File: config.mk
export PLATFORM = sky130hd
export DESIGN_NAME = x_23k640_req_queue
export DESIGN_NICKNAME = d
export VERILOG_FILES = /design/src/rtl/x_23k640_req_queue.sv
export SDC_FILE = /design/constraint.sdc
export NUM_CORES = 1
export LEC_CHECK = 0
export CAP_MARGIN = 20
export CORE_ASPECT_RATIO = 1.2
export CORE_MARGIN = 2
export CORE_UTILIZATION = 45
export DETAILED_ROUTE_END_ITERATION = 6
export PLACE_DENSITY = 0.71
export SLEW_MARGIN = 20
export SYNTH_ARGS = -nofsm -noshare
export SYNTH_HDL_FRONTEND = slang
export SYNTH_SLANG_ARGS = --single-unit
File: constraint.sdc
create_clock -name i_clk -period 5.3 [get_ports i_clk]
set_input_delay 1.06 -clock i_clk [delete_from_list [all_inputs] [get_ports i_clk]]
set_output_delay 1.06 -clock i_clk [all_outputs]
set_load 0.01 [all_outputs]
File: src/rtl/x_23k640_req_queue.sv
// Request/completion buffer in front of the 23K640 SPI data engine.
// Presents the head request to the engine and collects read data, issuing reads only with completion credit.
module x_23k640_req_queue #(
    parameter int REQ_DEPTH = 4,
    parameter int CPL_DEPTH = 4
) (
    input  logic                           i_clk,
    input  logic                           i_rst,
    input  logic                           i_req_valid,
    output logic                           o_req_ready,
    input  logic                           i_req_rd_n_wr,
    input  logic [15:0]                    i_req_addr,
    input  logic [7:0]                     i_req_wdata,
    output logic                           o_cpl_valid,
    input  logic                           i_cpl_ready,
    output logic [7:0]                     o_cpl_rdata,
    output logic                           o_valid,
    input  logic                           i_accept,
    output logic                           o_rd_n_wr,
    output logic [15:0]                    o_addr,
    output logic [7:0]                     o_wdata,
    input  logic                           i_ready,
    input  logic [7:0]                     i_rdata,
    output logic [$clog2(REQ_DEPTH+1)-1:0] o_req_count,
    output logic                           o_err
);

    localparam int RAW = $clog2(REQ_DEPTH);
    localparam int RCW = $clog2(REQ_DEPTH + 1);
    localparam int CAW = $clog2(CPL_DEPTH);
    localparam int CCW = $clog2(CPL_DEPTH + 1);

    // Handshakes: a transfer happens on a clock edge where valid and ready/accept are both high;
    // valid, once raised, stays high with its payload stable until that transfer.

    logic [15:0]    req_addr_mem  [REQ_DEPTH];
    logic [7:0]     req_wdata_mem [REQ_DEPTH];
    logic           req_rd_mem    [REQ_DEPTH];
    logic [RAW-1:0] req_wr_ptr;
    logic [RAW-1:0] req_rd_ptr;
    logic [RCW-1:0] req_count;

    logic [7:0]     cpl_mem [CPL_DEPTH];
    logic [CAW-1:0] cpl_wr_ptr;
    logic [CAW-1:0] cpl_rd_ptr;
    logic [CCW-1:0] cpl_count;
    logic [CCW-1:0] outstanding;
    logic           err;

    logic           req_full;
    logic           req_empty;
    logic           req_push;
    logic           req_pop;
    logic           head_rd;
    logic           cpl_full;
    logic           cpl_empty;
    logic           cpl_push;
    logic           cpl_pop;
    logic           read_inc;
    logic           err_event;
    logic [CCW:0]   credit_sum;
    logic           credit_ok;

    assign req_full  = (req_count == RCW'(REQ_DEPTH));
    assign req_empty = (req_count == '0);
    assign req_push  = i_req_valid & ~req_full;
    assign req_pop   = i_accept & ~req_empty;
    assign head_rd   = req_rd_mem[req_rd_ptr];

    assign cpl_full  = (cpl_count == CCW'(CPL_DEPTH));
    assign cpl_empty = (cpl_count == '0);
    assign cpl_push  = i_ready & (outstanding != '0) & ~cpl_full;
    assign cpl_pop   = ~cpl_empty & i_cpl_ready;
    assign read_inc  = req_pop & head_rd;

    // One extra bit so outstanding + buffered can never wrap in the compare.
    assign credit_sum = {1'b0, outstanding} + {1'b0, cpl_count};
    assign credit_ok  = credit_sum < (CCW + 1)'(CPL_DEPTH);

    assign err_event = (i_accept & req_empty)
                     | (i_ready & (outstanding == '0))
                     | (i_ready & cpl_full);

    assign o_req_ready = ~req_full;
    assign o_req_count = req_count;
    assign o_valid     = ~req_empty & (~head_rd | credit_ok);
    assign o_addr      = req_addr_mem[req_rd_ptr];
    assign o_wdata     = req_wdata_mem[req_rd_ptr];
    assign o_rd_n_wr   = head_rd;
    assign o_cpl_valid = ~cpl_empty;
    assign o_cpl_rdata = cpl_mem[cpl_rd_ptr];
    assign o_err       = err;

    always_ff @(posedge i_clk or posedge i_rst) begin
        if (i_rst) begin
            for (int i = 0; i < REQ_DEPTH; i++) begin
                req_addr_mem[i]  <= '0;
                req_wdata_mem[i] <= '0;
                req_rd_mem[i]    <= 1'b0;
            end
            req_wr_ptr <= '0;
            req_rd_ptr <= '0;
            req_count  <= '0;
        end else begin
            if (req_push) begin
                req_addr_mem[req_wr_ptr]  <= i_req_addr;
                req_wdata_mem[req_wr_ptr] <= i_req_wdata;
                req_rd_mem[req_wr_ptr]    <= i_req_rd_n_wr;
                req_wr_ptr                <= req_wr_ptr + 1'b1;
            end
            if (req_pop) begin
                req_rd_ptr <= req_rd_ptr + 1'b1;
            end
            case ({req_push, req_pop})
                2'b10:   req_count <= req_count + 1'b1;
                2'b01:   req_count <= req_count - 1'b1;
                default: req_count <= req_count;
            endcase
        end
    end

    always_ff @(posedge i_clk or posedge i_rst) begin
        if (i_rst) begin
            for (int i = 0; i < CPL_DEPTH; i++) begin
                cpl_mem[i] <= '0;
            end
            cpl_wr_ptr <= '0;
            cpl_rd_ptr <= '0;
            cpl_count  <= '0;
        end else begin
            if (cpl_push) begin
                cpl_mem[cpl_wr_ptr] <= i_rdata;
                cpl_wr_ptr          <= cpl_wr_ptr + 1'b1;
            end
            if (cpl_pop) begin
                cpl_rd_ptr <= cpl_rd_ptr + 1'b1;
            end
            case ({cpl_push, cpl_pop})
                2'b10:   cpl_count <= cpl_count + 1'b1;
                2'b01:   cpl_count <= cpl_count - 1'b1;
                default: cpl_count <= cpl_count;
            endcase
        end
    end

    // Reads in flight inside the engine; together with cpl_count this is the credit in use.
    always_ff @(posedge i_clk or posedge i_rst) begin
        if (i_rst) begin
            outstanding <= '0;
            err         <= 1'b0;
        end else begin
            case ({read_inc, cpl_push})
                2'b10:   outstanding <= outstanding + 1'b1;
                2'b01:   outstanding <= outstanding - 1'b1;
                default: outstanding <= outstanding;
            endcase
            if (err_event) begin
                err <= 1'b1;
            end
        end
    end

endmodule

==> results.md <==
- Via count: 3780
- Post-layout util: 55.70%
- Vias/cell: 5.287
- Fin worst setup slack: 1.429 ns
- Critical-path cell list: mux4_2 > a21oi_1 > clkdlybuf4s50_1
- Post-Syn Instances: 415
- Synthesis Warnings: 0
- Crit path kind: reg -> out
- Worst skew pair latency: 0.42 ns
- Worst slack, placed: 1.812 ns
- Worst Max-Slew Pin Slew: 0.9772 ns
- Die Y: 143.3 um
- Period Utilization, post-route: 73.04%
- P&R area growth vs syn: 20.21%
- Clock power share: 20.4%
- Number of antenna violations at the first check in global routing: 0
- Post-DRT Antenna Nets: 0
- # diodes: 0
- Cts repair resizes: 0
- Internal power: 4.397 mW
- Max-Cap Viols: 0
- Max Clk Rate: 0.2583 GHz
- Net Switching: 1.884 mW
- Hold WS: 0.4876 ns
- Placed cell area: 8123 um^2
- Power Total: 6.281 mW
- Critical path's slowest cell: dfrtp_2
- Final wirelength: 13930 um
- Pins Over Slew Limit: 0
- Status: completed
- Most common cell after layout, fill and taps aside: dfrtp_1
- Worst-case clock buffer depth: 2
- Die W: 120.1 um
- Post-Route Skew: 0.006664 ns
- Placed Cells: 685
- Pin count of the biggest net entering global routing: 129
- Worst EP arrival: 2.81 ns
- Sink Count: 150
- Total Neg Setup Slack: 0 ns
- Grt total ovfl: 0
- Register clock-pin slew on the reported worst setup and hold paths: 0.06 ns
- Unrepaired setup endpoints after global routing: no
- Net Sw Frac: 29.99%
- Power per cell area: 718.2 nW/um^2
- Initial Util: 46.33%
- Design Area, Final: 8746 um^2
- Crit end category: primary output
- Clk Tree Root Cell: clkbuf_16
- Flops & latches, synth: 150
- Worst rel slew slack: 34.86%
- Part of the power in registers: 35.1%
- I/O pin cnt: 79
- Num CTS Buffers: 17
- Drt first pass iters: 5
- R2R Setup Slk: 2.43 ns
- Worst min path class: reg -> reg
- DR WL/cell: 19.48 um
- Hpwl dp: 8646 um
- LEAKAGE: 3.909 nW
- Cell Rows: 50
- Syn Nets: 470
- Fin cells: 715
- Crit start category: flop
- Violation count after the first detailed-route iteration: 195
- H-Tree Depth: 4
- Post-synth cell types: 29
- Final Critical Period: 3.871 ns
- Fin. Hold Viols: 0
- Synthesized area: 7276 um^2
- Gr usage total: 17.67%
- First-pass GRT wire length: 23140 um
- GPL Wtd Cong: 0.7233
- Slowest stage delay, CP: 1.01 ns
- CTS tree: built
- Comb pwr share: 44.5%
- Sequential share of the synthesized area: 51.59%
- Post-route DRC violation count: 0
- Hold_buf cts: 0
- Synth Area per Inst: 17.53 um^2
- Max FO, Critical Path: 27
- Vias in the first global route: 4279
- IO Port Bufs: 78
- Die ar.: 17210 um^2
- Most frequent cells in the layout: dfrtp_1 (149), mux2_4 (88), clkdlybuf4s50_1 (78)
- Post-layout net count: 551
- Final setup violation count: 0
- Setup bufs post-CTS: 0
- Core footprint: 15700 um^2
- Fraction of layout cells with a size suffix above 1: 41.62%
- Max VDD drop: 263.2 uV
- Req. time, crit path: 4.24 ns
[cells in the mapped netlist]
cell        n  share of area, %
clkbuf_1    1             0.052
fa_1        3              0.83
nor3_4      5               1.1
buf_12      8               2.2
ha_1       13               2.2
buf_2       5              0.34
o31a_1      2              0.24
mux2i_1     2              0.28
o21ai_0     1             0.069
mux2_4     88                18
nor3b_2     1              0.17
buf_4       1              0.10
nand3_4     4              0.96
buf_1       2              0.10
nand2_1    10              0.52
inv_1      12              0.62
or3_1       1             0.086
or3b_1      1              0.12
buf_6       1              0.15
nor3b_4     1              0.26
nor2_1      3              0.15
xnor2_1     8              0.96
mux4_2     33                10
dfrtp_1   150                52
mux2_2     47               7.3
nand3_1     1             0.069
nor3_1      2              0.14
xor2_1      7              0.84
a21oi_1     2              0.14
[state kept, by name, indices dropped and copies added (netlist names), 3 cells and up]
signal and cells:
req_addr_mem 64, cpl_mem 32, req_wdata_mem 32, req_rd_mem 4, cpl_count 3, o_req_count 3
outstanding 3
[metal layers]
| layer | wire (um) | share of wire, % | GRT usage (%) |
|---|---|---|---|
| met1 | 6250 | 45 | 22.91 |
| met2 | 7065 | 51 | 29.34 |
| met3 | 432 | 3.1 | 3.968 |
| met4 | 181 | 1.3 | 6.316 |
| met5 | 0 | 0 | 0 |
[power by group through the flow]
stage                     logic (mW)  clock network (mW)  registers (mW)
after floorplan                 2.12                   0            2.00
after global placement          2.76                   0            2.18
after detailed placement        2.83                   0            2.22
after CTS                       2.84                1.31            2.21
after global routing            3.00                1.36            2.30
final                           2.80                1.28            2.20
[critical path: cells and delay by family, from the launching register on]
| family | cells | cell delay (ns) |
|---|---|---|
| AOI/OAI and AO/OA | 1 | 0.16 |
| muxes | 1 | 0.66 |
| buffers and inverters | 1 | 0.56 |
| DFF | 1 | 1.01 |
[final cells by class]
| type | count | area (um^2) |
|---|---|---|
| Fill cell | 1237 | 6957 |
| Sequential cell | 150 | 3755 |
| Multi-Input combinational cell | 235 | 3262 |
| Timing Repair Buffer | 80 | 795.8 |
| Clock buffer | 22 | 474.2 |
| Tap cell | 208 | 260.3 |
| Clock inverter | 8 | 146.4 |
| Inverter | 12 | 52.55 |
[path summary, 6_finish.rpt]
path	from	to	cells past startpoint
max	req_rd_ptr[0]$_DFFE_PP0P_	o_valid	3
min reg2reg	o_err$_DFFE_PP0P_	o_err$_DFFE_PP0P_	2
min	o_err$_DFFE_PP0P_	o_err$_DFFE_PP0P_	2
min in group asynchronous	i_rst	req_addr_mem[50]$_DFFE_PP0P_	2
max reg2reg	req_rd_ptr[0]$_DFFE_PP0P_	outstanding[2]$_DFFE_PP0P_	8
max in group asynchronous	i_rst	req_addr_mem[32]$_DFFE_PP0P_	3
[logic make-up after synthesis]
| group | synth area share, % |
|---|---|
| adder cells (fa/ha/maj) | 3.061 |
| XOR/XNOR | 1.806 |
| AO/OA/AOI/OAI | 0.4471 |
| buffers and inverters | 3.577 |
| AND/OR/NAND/NOR | 3.594 |
| multiplexers | 35.92 |
| flip-flops | 51.59 |
(Power assumes the default switching activity.)
